$ cat config.mk
export PLATFORM = sky130hd
export DESIGN_NAME = seg_display_arbiter
export DESIGN_NICKNAME = d
export VERILOG_FILES = /design/src/rtl/seg_pkg.sv /design/src/rtl/seg_blink_timer.sv /design/src/rtl/seg_display_arbiter.sv
export SDC_FILE = /design/constraint.sdc
export NUM_CORES = 1
export LEC_CHECK = 0
export CORE_MARGIN = 5
export CORE_UTILIZATION = 40
export CTS_BUF_LIST = sky130_fd_sc_hd__clkbuf_4
export CTS_CLUSTER_SIZE = 12
export DETAILED_ROUTE_END_ITERATION = 8
export GPL_TIMING_DRIVEN = 0
export PLACE_DENSITY = 0.88
export RECOVER_POWER = 25
export SYNTH_ARGS = -nofsm -noshare
export SYNTH_HDL_FRONTEND = slang
export SYNTH_SLANG_ARGS = --single-unit
$ cat constraint.sdc
create_clock -name clk -period 2.35 [get_ports clk]
set_input_delay 0.47 -clock clk [delete_from_list [all_inputs] [get_ports clk]]
set_output_delay 0.47 -clock clk [all_outputs]
set_load 0.05 [all_outputs]
$ cat src/rtl/seg_pkg.sv
// seg_pkg: shared constants and types for the seven-segment display arbiter.
// Blank pattern, FSM state encoding, default requester count, digit slicing.
package seg_pkg;

  localparam int SEG_N_REQ = 3;
  localparam int SEG_DIG_W = 8;
  localparam int SEG_N_DIG = 8;
  localparam int SEG_PAT_W = SEG_DIG_W * SEG_N_DIG;

  localparam logic [7:0] SEG_BLANK = 8'hFF;
  localparam logic [SEG_PAT_W-1:0] SEG_PAT_BLANK = {SEG_N_DIG{SEG_BLANK}};

  typedef enum logic {
    ST_IDLE = 1'b0,
    ST_OWN  = 1'b1
  } seg_state_e;

  // digit k occupies bits [63-8k : 56-8k]; digit 0 is the MSB byte
  function automatic int seg_dig_hi(input int k);
    return SEG_PAT_W - 1 - SEG_DIG_W * k;
  endfunction

  function automatic logic [SEG_DIG_W-1:0] seg_digit(
    input logic [SEG_PAT_W-1:0] p,
    input int                   k
  );
    return p[seg_dig_hi(k) -: SEG_DIG_W];
  endfunction

endpackage

$ cat src/rtl/seg_blink_timer.sv
// seg_blink_timer: free-running 0..BLINK_DIV-1 counter and blink phase flop.
// Ports: clk, rst (async active-low), phase_q (current phase), wrap (counter at top).
module seg_blink_timer #(
  parameter logic [23:0] BLINK_DIV = 24'd5_000_000
) (
  input  logic clk,
  input  logic rst,
  output logic phase_q,
  output logic wrap
);

  logic [23:0] cnt_q;
  logic [23:0] cnt_d;
  logic        phase_d;

  always_comb begin
    wrap    = (cnt_q == BLINK_DIV - 24'd1);
    cnt_d   = wrap ? 24'd0 : cnt_q + 24'd1;
    phase_d = phase_q ^ wrap;
  end

  always_ff @(posedge clk or negedge rst) begin
    if (!rst) begin
      cnt_q   <= 24'd0;
      phase_q <= 1'b0;
    end else begin
      cnt_q   <= cnt_d;
      phase_q <= phase_d;
    end
  end

endmodule

$ cat src/rtl/seg_display_arbiter.sv
// seg_display_arbiter: priority arbiter with minimum hold time sharing the
// 8-digit display. Optional blink feature under macro SEG_BLINK_EN.
// Ports: clk, rst (async active-low), req/gnt one-hot handshake, pats
// (64 bits per requester), blink (SEG_BLINK_EN only), busy, o0..o7 digits.
module seg_display_arbiter
  import seg_pkg::*;
#(
  parameter int          N_REQ     = SEG_N_REQ,
  parameter logic [15:0] HOLD_CYC  = 16'd5000,
  parameter logic [23:0] BLINK_DIV = 24'd5_000_000
) (
  input  logic                   clk,
  input  logic                   rst,
  input  logic [N_REQ-1:0]       req,
  input  logic [N_REQ*64-1:0]    pats,
`ifdef SEG_BLINK_EN
  input  logic [N_REQ-1:0]       blink,
`endif
  output logic [N_REQ-1:0]       gnt,
  output logic                   busy,
  output logic [7:0]             o0,
  output logic [7:0]             o1,
  output logic [7:0]             o2,
  output logic [7:0]             o3,
  output logic [7:0]             o4,
  output logic [7:0]             o5,
  output logic [7:0]             o6,
  output logic [7:0]             o7
);

  localparam int IDX_W = (N_REQ > 1) ? $clog2(N_REQ) : 1;
  localparam logic [15:0] HOLD_MAX = HOLD_CYC - 16'd1;

  if (HOLD_CYC == 16'd0) begin : g_bad_hold
    $error("HOLD_CYC must be at least 1");
  end
  if (BLINK_DIV == 24'd0) begin : g_bad_div
    $error("BLINK_DIV must be at least 1");
  end

  function automatic logic [IDX_W-1:0] lowest(
    input logic [N_REQ-1:0] v
  );
    lowest = '0;
    for (int i = N_REQ - 1; i >= 0; i--) begin
      if (v[i]) lowest = IDX_W'(i);
    end
  endfunction

  seg_state_e           state_q, state_d;
  logic [IDX_W-1:0]     own_q, own_d;
  logic [15:0]          hold_q, hold_d;
  logic [N_REQ-1:0]     gnt_q, gnt_d;
  logic [SEG_PAT_W-1:0] pat_q, pat_d;
  logic [N_REQ-1:0]     below;
  logic [N_REQ-1:0]     hi_req;
  logic                 blank_blink;

  always_comb begin
    state_d = state_q;
    own_d   = own_q;
    hold_d  = hold_q;
    for (int i = 0; i < N_REQ; i++) begin
      below[i] = (i < int'(own_q));
    end
    hi_req = req & below;
    unique case (state_q)
      ST_IDLE: begin
        if (|req) begin
          state_d = ST_OWN;
          own_d   = lowest(req);
          hold_d  = 16'd0;
        end
      end
      ST_OWN: begin
        if (!req[own_q]) begin
          // release always passes through one blank IDLE cycle
          state_d = ST_IDLE;
          hold_d  = 16'd0;
        end else if ((|hi_req) && (hold_q == HOLD_MAX)) begin
          own_d  = lowest(hi_req);
          hold_d = 16'd0;
        end else if (hold_q != HOLD_MAX) begin
          hold_d = hold_q + 16'd1;
        end
      end
      default: state_d = ST_IDLE;
    endcase
  end

`ifdef SEG_BLINK_EN
  logic phase_q;
  logic phase_wrap;

  seg_blink_timer #(
    .BLINK_DIV (BLINK_DIV)
  ) u_blink (
    .clk     (clk),
    .rst     (rst),
    .phase_q (phase_q),
    .wrap    (phase_wrap)
  );

  // use the phase that will hold after this edge so blanking
  // lines up with the registered outputs
  assign blank_blink = blink[own_d] & (phase_q ^ phase_wrap);
`else
  assign blank_blink = 1'b0;
`endif

  always_comb begin
    gnt_d = '0;
    pat_d = SEG_PAT_BLANK;
    if (state_d == ST_OWN) begin
      gnt_d[own_d] = 1'b1;
      if (!blank_blink) begin
        pat_d = pats[int'(own_d)*SEG_PAT_W +: SEG_PAT_W];
      end
    end
  end

  always_ff @(posedge clk or negedge rst) begin
    if (!rst) begin
      state_q <= ST_IDLE;
      own_q   <= '0;
      hold_q  <= 16'd0;
      gnt_q   <= '0;
      pat_q   <= SEG_PAT_BLANK;
    end else begin
      state_q <= state_d;
      own_q   <= own_d;
      hold_q  <= hold_d;
      gnt_q   <= gnt_d;
      pat_q   <= pat_d;
    end
  end

  assign gnt  = gnt_q;
  assign busy = |gnt_q;
  assign o0   = seg_digit(pat_q, 0);
  assign o1   = seg_digit(pat_q, 1);
  assign o2   = seg_digit(pat_q, 2);
  assign o3   = seg_digit(pat_q, 3);
  assign o4   = seg_digit(pat_q, 4);
  assign o5   = seg_digit(pat_q, 5);
  assign o6   = seg_digit(pat_q, 6);
  assign o7   = seg_digit(pat_q, 7);

endmodule
==> out/qor.txt, run 1 <==
area leader, netlist: dfstp_2
DRC errors left: 0
post-synthesis sequential area ratio: 48.5%
Max rail drop VDD: 921 uV
worst skew pair latency: 0.47 ns
syn_nets: 626
fin. max-slew vios: 0
fraction of registers with async set/reset: 100%
nets@finish: 912
final WL: 17300 um
GP Congestion: 0.892
Synth area leaders: dfstp_2 (37%), mux2i_1 (14%), dfrtp_1 (12%)
synthesized flop and latch total: 86
via count: 4692
most frequent cells in the layout: clkdlybuf4s50_1 (253), a21oi_1 (71), o21ai_1 (64), mux2i_1 (64), dfstp_2 (64)
final hold vios: 0
antenna viol nets, final: 0
die area: 13800 sq um
outcome: finished, final reports clean
Die Y: 117 um
Crit path buffers/inverters: 1
CTS Buf Count: 9
final instance area: 7780 sq um
R2R Path Start: hold_q[1]$_DFFE_PN0P_
maximum clock path buffer count: 2
reg2reg end: pat_q[54]$_DFF_PN1_
Max Fclk: 0.430 GHz
commonest non-fill, non-tap cell in the layout: clkdlybuf4s50_1
CP Launch Type: flop
FF-to-FF setup slack: 0.11 ns
initial antenna violation count: 0
Mapped Cells: 428
Power Density: 1440 nW/um^2
CTS tree: done
critical path's slowest cell: clkdlybuf4s50_1
slew margin rel.: 42.2%
CP Class: reg2out
vias per inst: 5.44
period utilization: 99.0%
critical path's top delay family: buffers and inverters
DP Area: 7450 sq um
Setup violations, final: 0
I/O Pins: 265
worst-path cell chain: clkdlybuf4s50_1
First-pass DRT Iterations: 5
Area Growth Syn to Fin: 69.1%
hold path endpoint: hold_q[15]$_DFFE_PN0P_
worst-path fanout max: 1
Hold Crit Class: reg2reg
yosys warns: 0
non-filler cells, final: 862
H-Tree Depth: 3
Post-Route Utilization: 68.5%
DP Cell Count: 836
initial drt markers: 308
Reg2Reg Depth: 10
GRT overflow: 0
first-pass GRT wire length: 25100 um
root cell of the clock tree: clkbuf_4
via count of the first global-routing pass: 4745
Placeable Area: 11400 sq um
Worst Hold Depth: 1
Data arrival, critical path: 1.86 ns
Max Cap Viol: 0
Inserted Diodes: 0
Worst Setup End Kind: primary output
worst slew pin tran: 0.867 ns
Synth Flop Type: dfstp_2
chip width: 117 um
hold_sp: hold_q[15]$_DFFE_PN0P_
I/O Buffers: 264
Post-synth EDFFs: 0
Tmin final: 2.33 ns
largest net degree at the start of global routing: 53
Fin Clk Skew: 0.0235 ns
dpl hpwl: 13600 um
GRT Overall Usage: 23.9%
area share of the largest cell type after synthesis: 36.5%
Crit. path cell count: 1
Starting Density: 40.5%
share of layout cells above drive strength 1: 19.5%
Worst-path clk slew: 0.15 ns
routed length per placed instance: 20.1 um
synthesized cell area: 4600 sq um
synth unique cells: 44
total clock sinks: 86
CP peak stage delay: 0.84 ns
Leak Pwr: 3.22 nW
std cell rows: 39
Crit path required time: 1.88 ns
syn_area_per_cell: 10.8 sq um
state kept, by name, indices dropped and copies added (netlist names):
name / count
pat_q: 64
hold_q: 16
gnt: 3
own_q: 2
state_q: 1
layout make-up:
class / instances / area (sq um)
Fill cell: 860 / 3590
Clock inverter: 7 / 136
Inverter: 5 / 18.8
Tap cell: 143 / 179
Multi-Input combinational cell: 304 / 2070
Sequential cell: 86 / 2230
Buffer: 33 / 334
Clock buffer: 9 / 67.6
Timing Repair Buffer: 275 / 2740
synth_stat cells (6+ instances only):
master and count:
dfstp_2 64, mux2i_1 65, o21ai_1 64, clkbuf_1 6, buf_6 13, nand2_1 9, dfrtp_1 22, a21oi_1 71
o31ai_1 8, nand3_1 9, o21ai_0 19, clkbuf_4 6, nor2_1 13
layer usage:
| layer | wire [um] | track usage (%) | share of wire [%] |
|---|---|---|---|
| met5 | 0 | 0 | 0 |
| met4 | 717 | 11.9 | 4.1 |
| met3 | 1540 | 6.07 | 8.9 |
| met2 | 8910 | 41.4 | 51 |
| met1 | 6160 | 27.2 | 36 |
worst max path at each step:
stage | start | end | slack [ns]
after CTS | pat_q[49]$_DFF_PN1_ | o1[1] | 0.004
after global placement | rst | gnt[1]$_DFF_PN0_ | -2.14
after floorplan | hold_q[0]$_DFFE_PN0P_ | pat_q[25]$_DFF_PN1_ | 0.23
after global routing | hold_q[1]$_DFFE_PN0P_ | pat_q[36]$_DFF_PN1_ | -0.02
after detailed placement | req[0] | pat_q[54]$_DFF_PN1_ | -0.65
final | pat_q[49]$_DFF_PN1_ | o1[1] | 0.02
report_power, final:
group          internal [mW]  switching, mW
Combinational           2.86           4.52
Clock                  0.640          0.553
Sequential              2.45          0.187
Total                   5.95           5.26
cell families after synthesis:
| kind of cell | share of synthesized area, % |
|---|---|
| buffers and inverters | 7.56 |
| multiplexers | 14.1 |
| AO/OA/AOI/OAI | 21.0 |
| adder cells (fa/ha/maj) | 0.272 |
| flip-flops | 48.5 |
| AND/OR/NAND/NOR | 8.59 |
stage by stage:
stage / TNS (ns) / worst slack, ns / power, mW / hold WS (ns)
6_report: 0 / 0.0227 / 11.2 / 0.527
5_1_grt: -0.0726 / -0.0195 / 11.8 / 0.540
4_1_cts: 0 / 0.00426 / 11.2 / 0.480
3_5_place_dp: -47.19 / -0.648 / 9.92 / 0.466
3_3_place_gp: -163.79 / -2.14 / 9.74 / 0.484
2_1_floorplan: 0 / 0.232 / 7.71 / 0.174
repair_timing:
action / CTS / global route
resized for setup: 8 / 20
hold buffers: 1 / 0
buffers inserted: 6 / 3
endpoints found under the hold margin: 16 / 0
endpoints found under the setup margin: 76 / 78
pin swaps: 3 / 2
(Power assumes the default switching activity.)
==> run 2: changes to the inputs <==
CORE_MARGIN = 3   (was 5)
==> out/qor.txt, run 2 (synthesis results as in run 1) <==
outcome: finished, final reports clean
via count: 4690
I/O Buffers: 264
share of layout cells above drive strength 1: 20.6%
Setup violations, final: 0
Post-Place Worst Slack: -0.644 ns
Max Fclk: 0.436 GHz
GRT overflow: 0
critical path's top delay family: simple AND/OR/NAND/NOR gates
fin. max-slew vios: 0
vias per inst: 5.41
post-route setup slack: 0.0562 ns
First-pass DRT Iterations: 7
Data arrival, critical path: 2.65 ns
Leak Pwr: 3.18 nW
dpl hpwl: 12900 um
std cell rows: 38
P_int: 5.75 mW
Flop pwr share: 24.2%
Worst Setup End Kind: flop
slew margin rel.: 27.2%
period utilization: 97.6%
worst-path fanout max: 10
RSZ-0062 raised after global routing: true
reg2reg end: pat_q[32]$_DFF_PN1_
Max rail drop VDD: 1060 uV
Biggest register: pat_q
initial drt markers: 287
CTS tree: done
DP Area: 7440 sq um
final hold vios: 0
R2R Path Start: hold_q[0]$_DFFE_PN0P_
combinational share of power: 69.0%
nets@finish: 920
I/O Pins: 265
final instance area: 7760 sq um
fillers: 785
Placeable Area: 11000 sq um
worst skew pair latency: 0.44 ns
hold buffers post-CTS: 0
NetSw: 5.19 mW
Tmin final: 2.29 ns
die area: 12800 sq um
max reg flops: 64
commonest non-fill, non-tap cell in the layout: clkdlybuf4s50_1
Fin Clk Skew: 0.0280 ns
clock group share of total power: 6.7%
Switching Share: 47.4%
Hold Crit Class: in2async
GRT Overall Usage: 24.6%
CTS Buf Count: 9
Power Density: 1410 nW/um^2
Worst-path clk slew: 0.14 ns
root cell of the clock tree: clkbuf_4
Area Growth Syn to Fin: 68.7%
DRC errors left: 0
Crit. path cell count: 10
Reg2Reg Depth: 10
final WL: 16600 um
CP Class: reg2reg
register area: 2230 sq um
total clock sinks: 86
worst-path cell chain: ha_4 -> nor4b_4 -> and4_4 -> a31oi_4 -> nor3_4 -> buf_6 -> buf_12 -> buf_12 -> mux2i_2 -> o21ai_1
initial antenna violation count: 0
largest net degree at the start of global routing: 46
CP Launch Type: flop
Starting Density: 41.7%
first-pass GRT wire length: 24800 um
via count of the first global-routing pass: 4724
maximum clock path buffer count: 2
GP Congestion: 0.913
chip width: 113 um
FF-to-FF setup slack: 0.06 ns
worst slew pin tran: 1.09 ns
Crit path required time: 2.71 ns
antenna viol nets, final: 0
post-route setup TNS: 0 ns
critical path's slowest cell: dfrtp_1
Die Y: 113 um
Most common cell on crit path: buf_12
H-Tree Depth: 3
Max Cap Viol: 0
CP peak stage delay: 0.43 ns
area of the multi-input gates: 2090 sq um
Crit path buffers/inverters: 3
routed length per placed instance: 19.1 um
most frequent cells in the layout: clkdlybuf4s50_1 (261), a21oi_1 (71), o21ai_1 (66), dfstp_2 (64), mux2i_1 (61)
Pwr Total: 10.9 mW
Inserted Diodes: 0
run 2: per-stage QoR:
stage / hold slack [ns] / util (%) / std cells
after floorplan: 0.174 / - / 428
after global placement: 0.484 / 67.3 / 832
after detailed placement: 0.493 / 67.4 / 833
after CTS: 0.00395 / 69.2 / 855
after global routing: 0.248 / 70.4 / 867
final: 0.194 / 70.4 / 867
run 2: how the worst max path moves through the flow:
stage                           from                endpoint  slack (ns)
3_5_place_dp                  req[0]     pat_q[62]$_DFF_PN1_       -0.64
5_1_grt        hold_q[0]$_DFFE_PN0P_     pat_q[51]$_DFF_PN1_       -0.08
2_1_floorplan  hold_q[0]$_DFFE_PN0P_     pat_q[25]$_DFF_PN1_        0.23
4_1_cts        hold_q[1]$_DFFE_PN0P_     pat_q[62]$_DFF_PN1_      -0.007
6_report       hold_q[0]$_DFFE_PN0P_     pat_q[32]$_DFF_PN1_        0.06
3_3_place_gp                     rst  hold_q[10]$_DFFE_PN0P_       -2.11
run 2: power by group through the flow:
stage	Clock, mW	Sequential [mW]	Combinational (mW)
2_1_floorplan	0	4.73	2.97
3_3_place_gp	0	2.66	7.03
3_5_place_dp	0	2.68	7.19
4_1_cts	0.756	2.65	7.33
5_1_grt	0.823	2.71	7.98
6_report	0.736	2.65	7.55
run 2: cell type report:
| type | instances | area share [%] |
|---|---|---|
| repair buffers | 284 | 36.3 |
| flip-flops and latches | 86 | 28.8 |
| multi-input cells | 304 | 26.9 |
| plain buffers | 32 | 4.13 |
| well taps | 140 | 2.26 |
| clock buffers | 11 | 1.06 |
| clock inverters | 5 | 0.322 |
| inverters | 5 | 0.242 |
run 2: repair_timing:
| action | 4_1_cts | 5_1_grt |
|---|---|---|
| endpoints found under the setup margin | 77 | 75 |
| resized for setup | 8 | 12 |
| gates cloned | 0 | 1 |
| buffers inserted | 6 | 12 |
| pin swaps | 1 | 7 |
| hold endpoints to repair | 0 | 0 |
run 2: per-layer routing:
layer	track usage (%)	vias up	wire length, um
li1	-	2160	-
met4	10.3	0	579
met5	0	-	0
met3	6.10	47	1290
met2	44.2	248	8710
met1	27.8	2235	6000
==> run 3: changes to the inputs <==
HOLD_SLACK_MARGIN = 0.06   (was unset)
==> out/qor.txt, run 3 (synthesis results as in run 1) <==
outcome: finished, final reports clean
worst-path fanout max: 10
area of the multi-input gates: 2090 sq um
Flop pwr share: 24.2%
Fin Clk Skew: 0.0280 ns
CTS Buf Count: 9
routed length per placed instance: 19.0 um
fillers: 784
Biggest register: pat_q
critical path's slowest cell: dfrtp_1
GP Congestion: 0.913
Data arrival, critical path: 2.64 ns
Starting Density: 41.7%
Power Density: 1410 nW/um^2
nets@finish: 921
fin. max-slew vios: 0
FF-to-FF setup slack: 0.06 ns
worst-path cell chain: ha_4 -> nor4b_4 -> and4_4 -> a31oi_4 -> nor3_4 -> buf_6 -> buf_12 -> buf_12 -> mux2i_2 -> o21ai_1
CP Launch Type: flop
CP Class: reg2reg
Pwr Total: 10.9 mW
RSZ-0062 raised after global routing: true
period utilization: 97.5%
Setup violations, final: 0
Crit path required time: 2.70 ns
Max Cap Viol: 0
largest net degree at the start of global routing: 46
Die Y: 113 um
Most common cell on crit path: buf_12
std cell rows: 38
I/O Pins: 265
root cell of the clock tree: clkbuf_4
Max Fclk: 0.437 GHz
worst slew pin tran: 1.03 ns
DRC errors left: 0
First-pass DRT Iterations: 5
Leak Pwr: 3.19 nW
NetSw: 5.19 mW
Inserted Diodes: 0
I/O Buffers: 264
GRT overflow: 0
Switching Share: 47.4%
combinational share of power: 69.1%
most frequent cells in the layout: clkdlybuf4s50_1 (261), a21oi_1 (71), o21ai_1 (66), dfstp_2 (64), mux2i_1 (61)
GRT Overall Usage: 24.6%
vias per inst: 5.40
Hold Crit Class: reg2reg
Post-Route Utilization: 70.5%
final hold vios: 0
share of layout cells above drive strength 1: 20.6%
final WL: 16500 um
H-Tree Depth: 3
first-pass GRT wire length: 24800 um
P_int: 5.75 mW
total clock sinks: 86
slew margin rel.: 31.4%
CP peak stage delay: 0.43 ns
clock group share of total power: 6.7%
die area: 12800 sq um
dpl hpwl: 12900 um
maximum clock path buffer count: 2
Max rail drop VDD: 1060 uV
chip width: 113 um
Worst Setup End Kind: flop
Tmin final: 2.29 ns
commonest non-fill, non-tap cell in the layout: clkdlybuf4s50_1
initial drt markers: 316
max reg flops: 64
Area Growth Syn to Fin: 68.9%
worst skew pair latency: 0.43 ns
Placeable Area: 11000 sq um
via count of the first global-routing pass: 4730
initial antenna violation count: 0
CTS tree: done
Hold Slack: 0.548 ns
Worst-path clk slew: 0.14 ns
via count: 4686
antenna viol nets, final: 0
register area: 2230 sq um
-- run 3: cell types whose count changed in the layout (fill, tap and decap cells not counted) --
cell,change
clkbuf_2,-1
clkbuf_4,+1
dlygate4sd3_1,+1
-- run 3: stage by stage --
stage / TNS, ns / worst slack [ns] / cell area, sq um / std cells
after floorplan: 0 / 0.232 / 4600 / 428
after global placement: -160.85 / -2.11 / 7420 / 832
after detailed placement: -46.31 / -0.644 / 7440 / 833
after CTS: -0.00739 / -0.00739 / 7640 / 856
after global routing: -1.20 / -0.0798 / 7780 / 868
final: 0 / 0.0593 / 7780 / 868
-- run 3: path summary, 6_finish.rpt --
check / start / to / depth (start not counted)
max: hold_q[1]$_DFFE_PN0P_ / pat_q[32]$_DFF_PN1_ / 10
min: hold_q[15]$_DFFE_PN0P_ / hold_q[15]$_DFFE_PN0P_ / 1
max reg2reg: hold_q[1]$_DFFE_PN0P_ / pat_q[32]$_DFF_PN1_ / 10
min reg2reg: hold_q[15]$_DFFE_PN0P_ / hold_q[15]$_DFFE_PN0P_ / 1
max in group asynchronous: rst / pat_q[56]$_DFF_PN1_ / 3
min in group asynchronous: rst / hold_q[0]$_DFFE_PN0P_ / 2
-- run 3: area by class of cell --
type                    instances  area share [%]
inverters                       5           0.241
flip-flops and latches         86            28.7
plain buffers                  32            4.12
clock buffers                  11            1.06
clock inverters                 5           0.322
repair buffers                285            36.4
multi-input cells             304            26.9
well taps                     140            2.25
-- run 3: routing by layer --
layer / vias up / part of all wire [%] / track usage, %
met1: 2237 / 36 / 27.8
met2: 240 / 53 / 44.2
met3: 45 / 7.5 / 6.10
li1: 2164 / - / -
met4: 0 / 3.5 / 10.3
met5: - / 0 / 0
-- run 3: power by group through the flow --
stage | combinational (mW) | clock [mW] | sequential (mW)
5_1_grt | 7.98 | 0.823 | 2.71
2_1_floorplan | 2.97 | 0 | 4.73
6_report | 7.55 | 0.734 | 2.65
3_3_place_gp | 7.03 | 0 | 2.66
3_5_place_dp | 7.19 | 0 | 2.68
4_1_cts | 7.33 | 0.756 | 2.65
-- run 3: what timing repair did --
action,CTS,global route
pin swaps,1,7
gates cloned,0,1
gates resized for setup,8,12
setup buffers,6,12
hold buffers,1,0
endpoints found under the setup margin,77,75
hold endpoints to repair,22,0
-- run 3: critical path: cells and delay by family (launching register included) --
kind	cells	cell delay (ns)
adders and majority gates	1	0.17
buffers and inverters	3	0.41
DFF	1	0.43
and+or+nand+nor	3	0.76
AOI/OAI and AO/OA	2	0.22
muxes	1	0.22
